## src/rtl/fj_pkg.sv

```systemverilog
// fj_pkg: shared types and defaults for the fork/join sequencer.
//   join_mode_e      - join policy latched with each fork
//   fj_state_e       - sequencer FSM states
//   FJ_*_DEF         - default parameter values
//   fj_decode_mode() - maps the raw 2-bit join_mode input to a policy
package fj_pkg;

    typedef enum logic [1:0] {
        JOIN_ALL,
        JOIN_ANY,
        JOIN_NONE
    } join_mode_e;

    typedef enum logic [2:0] {
        S_IDLE,
        S_LAUNCH,
        S_WAIT,
        S_REPORT,
        S_DRAIN
    } fj_state_e;

    localparam int unsigned FJ_N_BRANCH_DEF = 2;
    localparam int unsigned FJ_CNT_W_DEF    = 16;
    localparam int unsigned FJ_TMO_CYC_DEF  = 1000;

    // Reserved encoding 3 falls back to ALL. ANY with an empty launch mask
    // could never see a completion, so it degrades to ALL and fires at once.
    function automatic join_mode_e fj_decode_mode(input logic [1:0] raw,
                                                  input logic       none_enabled);
        join_mode_e m;
        case (raw)
            2'd1:    m = none_enabled ? JOIN_ALL : JOIN_ANY;
            2'd2:    m = JOIN_NONE;
            default: m = JOIN_ALL;
        endcase
        return m;
    endfunction

endpackage

```

## src/rtl/fj_branch_tracker.sv

```systemverilog
// fj_branch_tracker: per-branch pending/completed register bank.
//   clk_i, rst_i       - clock, async active-high reset
//   load_i             - fork accepted: pending <= load_mask_i, completed <= 0
//   load_mask_i        - branches being launched
//   clear_i            - drop all pending bits (forced join)
//   done_i             - one-cycle completion pulses from the branches
//   pending_o          - registered pending mask
//   completed_nxt_o    - completed mask including this cycle's done pulses
//   all_done_o         - nothing left pending after this cycle's pulses
//   any_done_o         - at least one branch completed, counting this cycle
//   spurious_o         - (FJ_TIMEOUT_EN only) done pulse on a non-pending bit
import fj_pkg::*;

module fj_branch_tracker #(
    parameter int unsigned N_BRANCH = FJ_N_BRANCH_DEF
) (
    input  logic                clk_i,
    input  logic                rst_i,
    input  logic                load_i,
    input  logic [N_BRANCH-1:0] load_mask_i,
    input  logic                clear_i,
    input  logic [N_BRANCH-1:0] done_i,
    output logic [N_BRANCH-1:0] pending_o,
    output logic [N_BRANCH-1:0] completed_nxt_o,
    output logic                all_done_o,
`ifdef FJ_TIMEOUT_EN
    output logic                spurious_o,
`endif
    output logic                any_done_o
);

    logic [N_BRANCH-1:0] pending_q, pending_d;
    logic [N_BRANCH-1:0] completed_q, completed_d;
    logic [N_BRANCH-1:0] pend_abs, comp_abs;

    // Only pulses on pending bits count; anything else is ignored.
    always_comb begin
        pend_abs = pending_q & ~done_i;
        comp_abs = completed_q | (done_i & pending_q);
        if (load_i) begin
            pending_d   = load_mask_i;
            completed_d = '0;
        end else begin
            pending_d   = clear_i ? '0 : pend_abs;
            completed_d = comp_abs;
        end
    end

    always_ff @(posedge clk_i or posedge rst_i) begin
        if (rst_i) begin
            pending_q   <= '0;
            completed_q <= '0;
        end else begin
            pending_q   <= pending_d;
            completed_q <= completed_d;
        end
    end

    assign pending_o       = pending_q;
    assign completed_nxt_o = comp_abs;
    assign all_done_o      = ~|pend_abs;
    assign any_done_o      = |comp_abs;
`ifdef FJ_TIMEOUT_EN
    assign spurious_o      = |(done_i & ~pending_q);
`endif

endmodule

```

## src/rtl/fork_join_ctrl.sv

```systemverilog
// fork_join_ctrl: fork/join sequencer. Launches up to N_BRANCH branch
// engines with one-cycle start pulses and reports completion under an
// ALL / ANY / NONE join policy.
//   clk, rst       - clock, async active-high reset
//   start_valid/start_ready - fork request handshake (ready only in IDLE)
//   join_mode      - 0=ALL 1=ANY 2=NONE 3=ALL, sampled with start
//   branch_en      - branches to launch, sampled with start
//   branch_start   - one-cycle launch pulse per enabled branch
//   branch_done    - one-cycle completion pulse per branch
//   done_valid/done_ready - completion handshake, held until accepted
//   done_mask      - branches complete when the join fired
//   elapsed        - cycles from start accept to join fire (saturating)
//   busy           - launched branches still outstanding
//   timeout        - (FJ_TIMEOUT_EN) join was forced after TMO_CYC cycles
//   err_spurious   - (FJ_TIMEOUT_EN) sticky: done pulse on a non-pending bit
// Optional feature macro: FJ_TIMEOUT_EN.
import fj_pkg::*;

module fork_join_ctrl #(
    parameter int unsigned N_BRANCH = FJ_N_BRANCH_DEF,
    parameter int unsigned CNT_W    = FJ_CNT_W_DEF,
    parameter int unsigned TMO_CYC  = FJ_TMO_CYC_DEF
) (
    input  logic                clk,
    input  logic                rst,
    input  logic                start_valid,
    output logic                start_ready,
    input  logic [1:0]          join_mode,
    input  logic [N_BRANCH-1:0] branch_en,
    output logic [N_BRANCH-1:0] branch_start,
    input  logic [N_BRANCH-1:0] branch_done,
    output logic                done_valid,
    input  logic                done_ready,
    output logic [N_BRANCH-1:0] done_mask,
    output logic [CNT_W-1:0]    elapsed,
`ifdef FJ_TIMEOUT_EN
    output logic                timeout,
    output logic                err_spurious,
`endif
    output logic                busy
);

    fj_state_e           state_q, state_d;
    join_mode_e          mode_q, mode_d;
    logic [CNT_W-1:0]    elapsed_q, elapsed_d, elapsed_inc;
    logic [N_BRANCH-1:0] done_mask_q, done_mask_d;

    logic                trk_load, trk_clear;
    logic [N_BRANCH-1:0] trk_pending, trk_comp_nxt;
    logic                trk_all_done, trk_any_done;
    logic                join_fire;

`ifdef FJ_TIMEOUT_EN
    localparam logic [CNT_W-1:0] TMO_LIM = CNT_W'(TMO_CYC);
    logic timeout_q, timeout_d;
    logic err_q;
    logic trk_spurious;
`endif

    fj_branch_tracker #(
        .N_BRANCH (N_BRANCH)
    ) u_tracker (
        .clk_i           (clk),
        .rst_i           (rst),
        .load_i          (trk_load),
        .load_mask_i     (branch_en),
        .clear_i         (trk_clear),
        .done_i          (branch_done),
        .pending_o       (trk_pending),
        .completed_nxt_o (trk_comp_nxt),
        .all_done_o      (trk_all_done),
`ifdef FJ_TIMEOUT_EN
        .spurious_o      (trk_spurious),
`endif
        .any_done_o      (trk_any_done)
    );

    assign elapsed_inc = (&elapsed_q) ? elapsed_q : elapsed_q + CNT_W'(1);
    assign join_fire   = (mode_q == JOIN_ANY) ? trk_any_done : trk_all_done;

    always_comb begin
        state_d     = state_q;
        mode_d      = mode_q;
        elapsed_d   = elapsed_q;
        done_mask_d = done_mask_q;
        trk_load    = 1'b0;
        trk_clear   = 1'b0;
`ifdef FJ_TIMEOUT_EN
        timeout_d   = timeout_q;
`endif
        case (state_q)
            S_IDLE: begin
                if (start_valid) begin
                    state_d     = S_LAUNCH;
                    mode_d      = fj_decode_mode(join_mode, branch_en == '0);
                    elapsed_d   = '0;
                    done_mask_d = '0;
                    trk_load    = 1'b1;
                end
            end
            S_LAUNCH: begin
                // NONE reports immediately with elapsed held at zero; the
                // other policies count the launch cycle as elapsed time.
                if (mode_q == JOIN_NONE) begin
                    state_d = S_REPORT;
                end else begin
                    state_d   = S_WAIT;
                    elapsed_d = elapsed_inc;
                end
            end
            S_WAIT: begin
                elapsed_d = elapsed_inc;
                if (join_fire) begin
                    done_mask_d = trk_comp_nxt;
                    state_d     = S_REPORT;
                end
`ifdef FJ_TIMEOUT_EN
                else if (elapsed_inc == TMO_LIM) begin
                    done_mask_d = trk_comp_nxt;
                    timeout_d   = 1'b1;
                    trk_clear   = 1'b1;
                    state_d     = S_REPORT;
                end
`endif
            end
            S_REPORT: begin
                if (done_ready) begin
                    state_d = trk_all_done ? S_IDLE : S_DRAIN;
`ifdef FJ_TIMEOUT_EN
                    timeout_d = 1'b0;
`endif
                end
            end
            S_DRAIN: begin
                if (trk_all_done) begin
                    state_d = S_IDLE;
                end
            end
            default: state_d = S_IDLE;
        endcase
    end

    always_ff @(posedge clk or posedge rst) begin
        if (rst) begin
            state_q     <= S_IDLE;
            mode_q      <= JOIN_ALL;
            elapsed_q   <= '0;
            done_mask_q <= '0;
        end else begin
            state_q     <= state_d;
            mode_q      <= mode_d;
            elapsed_q   <= elapsed_d;
            done_mask_q <= done_mask_d;
        end
    end

`ifdef FJ_TIMEOUT_EN
    always_ff @(posedge clk or posedge rst) begin
        if (rst) begin
            timeout_q <= 1'b0;
            err_q     <= 1'b0;
        end else begin
            timeout_q <= timeout_d;
            err_q     <= err_q | trk_spurious;
        end
    end

    assign timeout      = timeout_q;
    assign err_spurious = err_q;
`endif

    assign start_ready  = (state_q == S_IDLE);
    assign done_valid   = (state_q == S_REPORT);
    assign branch_start = (state_q == S_LAUNCH) ? trk_pending : '0;
    assign done_mask    = done_mask_q;
    assign elapsed      = elapsed_q;
    assign busy         = (state_q != S_IDLE) && (trk_pending != '0);

endmodule

```

## config.mk

```make
export PLATFORM = sky130hd
export DESIGN_NAME = fork_join_ctrl
export DESIGN_NICKNAME = d
export VERILOG_FILES = /design/src/rtl/fj_pkg.sv /design/src/rtl/fj_branch_tracker.sv /design/src/rtl/fork_join_ctrl.sv
export SDC_FILE = /design/constraint.sdc
export NUM_CORES = 1
export LEC_CHECK = 0
export BUFFER_PORTS_ARGS = -buffer_cell sky130_fd_sc_hd__buf_4
export CORE_MARGIN = 2
export CORE_UTILIZATION = 58
export CTS_BUF_LIST = sky130_fd_sc_hd__clkbuf_2
export CTS_CLUSTER_SIZE = 24
export DETAILED_ROUTE_END_ITERATION = 7
export HOLD_SLACK_MARGIN = 0.1
export MAX_ROUTING_LAYER = met4
export PLACE_DENSITY = 0.83
export SYNTH_ARGS = -nofsm -noshare
export SYNTH_HDL_FRONTEND = slang
export SYNTH_SLANG_ARGS = --single-unit
```

## constraint.sdc

```tcl
create_clock -name clk -period 4.72 [get_ports clk]
set_input_delay 0.944 -clock clk [delete_from_list [all_inputs] [get_ports clk]]
set_output_delay 0.944 -clock clk [all_outputs]
set_load 0.02 [all_outputs]
```

Word level (Yosys, flattened, before mapping)

Cells that the tools add are included.

Register bits: 27
Output and inout bits: 23
Word-level logic and storage cells: 61

Add/subtract/negate cells: 1
Equality and inequality tests: 13
Muxes and demuxes: 22
Bitwise gates (word level): 4
Reduce and logical (&&, ||, !) cells: 15

Operator list:

| cell                    | number |
|---|---|
| $mux W16                | 3 |
| $pmux W16 S3            | 1 |
| $add A16 B1 Y16 const B | 1 |
| $reduce_and A16 Y1      | 1 |
| $mux W3                 | 5 |
| $pmux W3 S5             | 1 |
| $mux W2                 | 5 |
| $ne A2 B2 Y1 const B    | 4 |
| $pmux W2 S2             | 2 |
| $eq A3 B2 Y1 const B    | 2 |
| $reduce_and A3 Y1       | 2 |
| $reduce_bool A3 Y1      | 2 |
| $mux W1                 | 5 |
| $and A2 B2 Y2           | 2 |
| $eq A2 B1 Y1 const B    | 2 |
| $eq A2 B2 Y1 const B    | 2 |
| $reduce_and A4 Y1       | 1 |
| $reduce_bool A2 Y1      | 2 |
| $reduce_or A2 Y1        | 2 |
| $eq A3 B1 Y1 const B    | 1 |
| $eq A3 B3 Y1 const B    | 1 |
| $logic_not A3 Y1        | 1 |
| $logic_not A2 Y1        | 1 |
| $ne A2 B1 Y1 const B    | 1 |
| other kinds (5)         | 5 |

Depth between registers and ports, before layout

Word-level depth: 7
Depth in mapped cells: 7
Depth with buffers taken out: 6

Cells and area by module

From an unflattened synthesis, not the netlist that was laid out.

Cell total of the unflattened synthesis: 184
Area total of the unflattened synthesis: 1624.1 um^2

Modules (own cells, without submodules):

| module            | instances | cells each | area an instance (um^2) | sequential area each (um^2) |
|---|---|---|---|---|
| fork_join_ctrl    | 1         | 166        | 1453.9                  | 575.6 |
| fj_branch_tracker | 1         | 18         | 170.2                   | 100.1 |

Worst setup path after synthesis

No wires, ideal clock.

Path type: reg-to-output
Start point: reg state_q[2]
End point: out busy
Arrival: 1.450 ns
Data required time: 3.776 ns
Slack: 2.326 ns
Stages on the path, launching flop included: 4
Path through: dfrtp_1 > clkbuf_1 > nor3_1 > nor2_1

Longest elaborated chain between the ends: 2

Ends and longest elaborated chain:

| what                   | line                  | RTL |
|---|---|---|
| from (decl)            | fork_join_ctrl.sv:43  | `fj_state_e state_q, state_d;` |
| from (signal assigned) | fork_join_ctrl.sv:150 | `state_q <= state_d;` |
| $reduce_bool A3 Y1     | fork_join_ctrl.sv:177 | `assign busy = (state_q != S_IDLE) && (trk_pending != '0);` |
| $logic_and A1 B1 Y1    | fork_join_ctrl.sv:177 |  |
| to (decl)              | fork_join_ctrl.sv:40  | `output logic busy` |

Every way passes these cells.

Final worst setup path

Start point: reg state_q[2]
End point: out branch_start[0]

Longest elaborated chain between the ends: 2

Ends and longest elaborated chain:

| what         | line                  | RTL |
|---|---|---|
| $eq A3 B1 Y1 | fork_join_ctrl.sv:174 | `assign branch_start = (state_q == S_LAUNCH) ? trk_pending : '0;` |
| $mux W2      | fork_join_ctrl.sv:174 |  |
| to (decl)    | fork_join_ctrl.sv:30  | `output logic [N_BRANCH-1:0] branch_start,` |

Every way passes these cells.

==> flow_metrics.py <==
metrics = {
    "worst_setup_path": {
        "path_cells": "nor4bb_1, buf_4",
        "cp.depth": 2,
        "critPathSlowestCell": "dfrtp_1",
        "crit_end": "branch_start[0]",
        "crit_start": "state_q[2]",
        "crit_required_ps": 3780,
        "end_kind": "output pin",
        "crit_family": "flip-flops",
        "r2r_end": "elapsed[8]",
        "rrSetupSlack_ps": 2610,
        "critPathArrivalTime_ps": 1560,
        "slowest_delay_ps": 600,
        "critPathLaunchType": "flip-flop",
        "r2r_cells": 5,
        "cp_max_fo": 15,
        "reg2reg_from": "state_q[1]",
        "path_class": "reg2out",
        "critPathBufInv": 1,
    },
    "detailed_routing": {
        "drtAntennaViolNets": 0,
        "dr.pass1.iters": 4,
        "wl_per_cell_um": 14.6,
        "viasPerCell": 6.17,
        "remaining_drc_errors": 0,
        "wirelength_um": 3390,
        "num_vias": 1432,
        "drt_iter0_drc": 48,
    },
    "power_and_ir_drop": {
        "power_frac_clock": 0.080,
        "pwr-share-seq": 0.375,
        "combPwrFrac": 0.546,
        "vdd_ir_drop_max_v": 0.000445,
        "swShare": 0.494,
        "power.net_switching_w": 0.000575,
        "power_density_nw_per_um2": 635,
        "leakagePower_nw": 0.894,
        "p_int_w": 0.000589,
    },
    "synthesis": {
        "ys_seq_area_frac": 0.429,
        "ys_ff_latch": 27,
        "synth.net_count": 185,
        "synthCells": 172,
        "syn_area_um2": 1580,
        "avgSynthCellArea_um2": 9.17,
        "synth_edf_count": 0,
        "synth_flop_cell": "dfrtp_1",
        "yosysWarnings": 0,
        "yosys.cell_types.count": 44,
        "synthArstFlopShare": 1.00,
    },
    "global_routing": {
        "grt_max_degree": 28,
        "grt_pass1_wl_um": 5660,
        "antenna_found_initial": 0,
        "grt_pass1_vias": 1314,
        "grt_usage": 0.227,
        "overflow": 0,
    },
    "sta": {
        "finalSetupTns_ps": 0,
        "fmaxAchievable_mhz": 399,
        "setup_viol": 0,
        "finalClockSkew_ps": 12.3,
        "final_max_slew_viol_count": 0,
        "worst_pin_slew_ps": 1000,
        "hold_ws_ps": 547,
        "slew_headroom": 0.331,
        "fin_crit_ps": 2510,
        "rsz0062_at_grt": "false",
        "period_share": 0.531,
        "finalWorstSetupSlack_ps": 2210,
        "finalHoldViolations": 0,
    },
    "die": {
        "start_util": 0.625,
        "core_um2": 2520,
        "fp.dieH_um": 56.1,
        "die_x_um": 56.1,
        "fp.dieArea_um2": 3150,
        "num_rows": 18,
        "num_io_pins": 33,
    },
    "place": {
        "placed_cells": 228,
        "numPortBuffers": 32,
        "dp_hpwl_um": 2440,
        "gp_congestion": 0.875,
        "dp_worst_setup_slack_ps": 2620,
    },
    "clocking": {
        "clock_sinks": 27,
        "ctsResizeCount": 0,
        "postCtsSetupRepairBufs": 0,
        "htreeDepth": 1,
        "cts-root-buf": "clkbuf_2",
        "clk-insertion-delay-late_ps": 370,
        "clk_pin_slew_ps": 240,
        "cts_inserted_buffers": 3,
        "ctsHoldBuffers": 0,
        "cts_tree": "built",
        "max-clock-path-buffers": 2,
    },
    "run": {
        "maxCapViolCount": 0,
    },
    "final_layout": {
        "diodes": 0,
        "final_cell_count_no_fill": 232,
        "syn_to_final_growth_pct": 16.3,
        "fillers": 204,
        "multiInputGateArea_um2": 833,
        "nNetsFinal": 216,
        "drive_gt1_frac": 0.248,
        "post-route-util": 0.727,
        "ff_latch_area_um2": 676,
    },
    "hold_path": {
        "hold_path_class": "reg2reg",
    },
    "outcome": {
        "status": "finished, final reports clean",
    },
}
## power by group through the flow
stage                     Combinational, W  Sequential [W]  Clock [W]
final                             0.000635        0.000436  0.0000926
after global routing              0.000692        0.000454  0.0000976
after CTS                         0.000635        0.000432  0.0000937
after detailed placement          0.000633        0.000437          0
after global placement            0.000616        0.000433          0
after floorplan                   0.000417        0.000467          0
## tightest hold or removal path, stage by stage, from the launching register on
cell	delay, ps
dfrtp_1	420
nand2_1	70
nand2_1	60
## layer usage
metal / share of wire / up-vias / GRT usage
li1: - / 682 / -
met1: 0.47 / 692 / 0.299
met2: 0.47 / 53 / 0.375
met3: 0.051 / 5 / 0.0209
met4: 0.012 / 0 / 0.0612
met5: 0 / - / -
## cells in the final DEF (no fill, tap or decap), types with 2 or more instances in the layout
cell type | synthesis | layout
nand3_1 | 2 | 2
clkbuf_2 | 0 | 4
o21ai_0 | 6 | 6
a31oi_2 | 2 | 2
buf_4 | 0 | 32
dfrtp_1 | 27 | 27
a41oi_1 | 2 | 2
a31oi_1 | 12 | 12
and3_1 | 2 | 2
and2_1 | 2 | 2
nor2_1 | 12 | 12
a211oi_2 | 2 | 2
nor2b_1 | 4 | 4
a21oi_1 | 14 | 14
nor3_1 | 3 | 3
nor4bb_1 | 2 | 2
nand2_1 | 28 | 28
o211a_1 | 2 | 2
nand2b_1 | 6 | 6
ha_1 | 3 | 3
inv_1 | 7 | 7
a221o_1 | 2 | 2
nand4_1 | 4 | 4
mux2i_1 | 3 | 3
## kinds of logic after synthesis
logic type | count (synthesis) | share of synthesized area
and+or+nand+nor | 77 | 0.267
AOI/OAI and AO/OA | 48 | 0.212
DFF | 27 | 0.429
buffers and inverters | 13 | 0.0429
muxes | 4 | 0.0262
adders and majority gates | 3 | 0.0238
## synthesized netlist by cell type, types with 2 or more instances
cell type   n  area share
a211oi_2    2       0.016
a21oi_1    14       0.044
a221o_1     2       0.013
a31oi_1    12       0.048
a31oi_2     2       0.016
a41oi_1     2       0.011
and2_1      2      0.0079
and3_1      2      0.0079
buf_2       3      0.0095
buf_6       2       0.014
dfrtp_1    27        0.43
ha_1        3       0.024
inv_1       7       0.017
mux2i_1     3       0.019
nand2_1    28       0.067
nand2b_1    6       0.024
nand3_1     2      0.0063
nand4_1     4       0.016
nor2_1     12       0.029
nor2b_1     4       0.016
nor3_1      3      0.0095
nor4bb_1    2       0.013
o211a_1     2       0.013
o21ai_0     6       0.019
## layout make-up
class / count / area share
tap: 30 / 0.0205
sequential: 27 / 0.369
clock buffer: 4 / 0.0109
inverter: 7 / 0.0143
multi-input combinational: 132 / 0.455
timing repair buffer: 32 / 0.131
## through the flow
step | total power, W | instance area (um2)
after floorplan | 0.000883 | 1580
after global placement | 0.00105 | 1810
after detailed placement | 0.00107 | 1810
after CTS | 0.00116 | 1830
after global routing | 0.00124 | 1830
final | 0.00116 | 1830
## sequential cells by signal, indices dropped and copies added (netlist names)
signal and count:
u_tracker.pending_o 2, mode_q 2, elapsed 16, state_q 3
done_mask 2, u_tracker.completed_q 2
## worst min path at each step
stage | slack (ps) | end | startpoint | cells after the start
2_1_floorplan | 450 | mode_q[0] | mode_q[0] | 2
3_3_place_gp | 470 | mode_q[0] | mode_q[0] | 2
3_5_place_dp | 500 | mode_q[0] | mode_q[0] | 2
4_1_cts | 550 | elapsed[13] | elapsed[13] | 1
5_1_grt | 560 | mode_q[0] | mode_q[0] | 2
6_report | 550 | mode_q[0] | mode_q[0] | 2
Power figures use the tool's default switching activity.
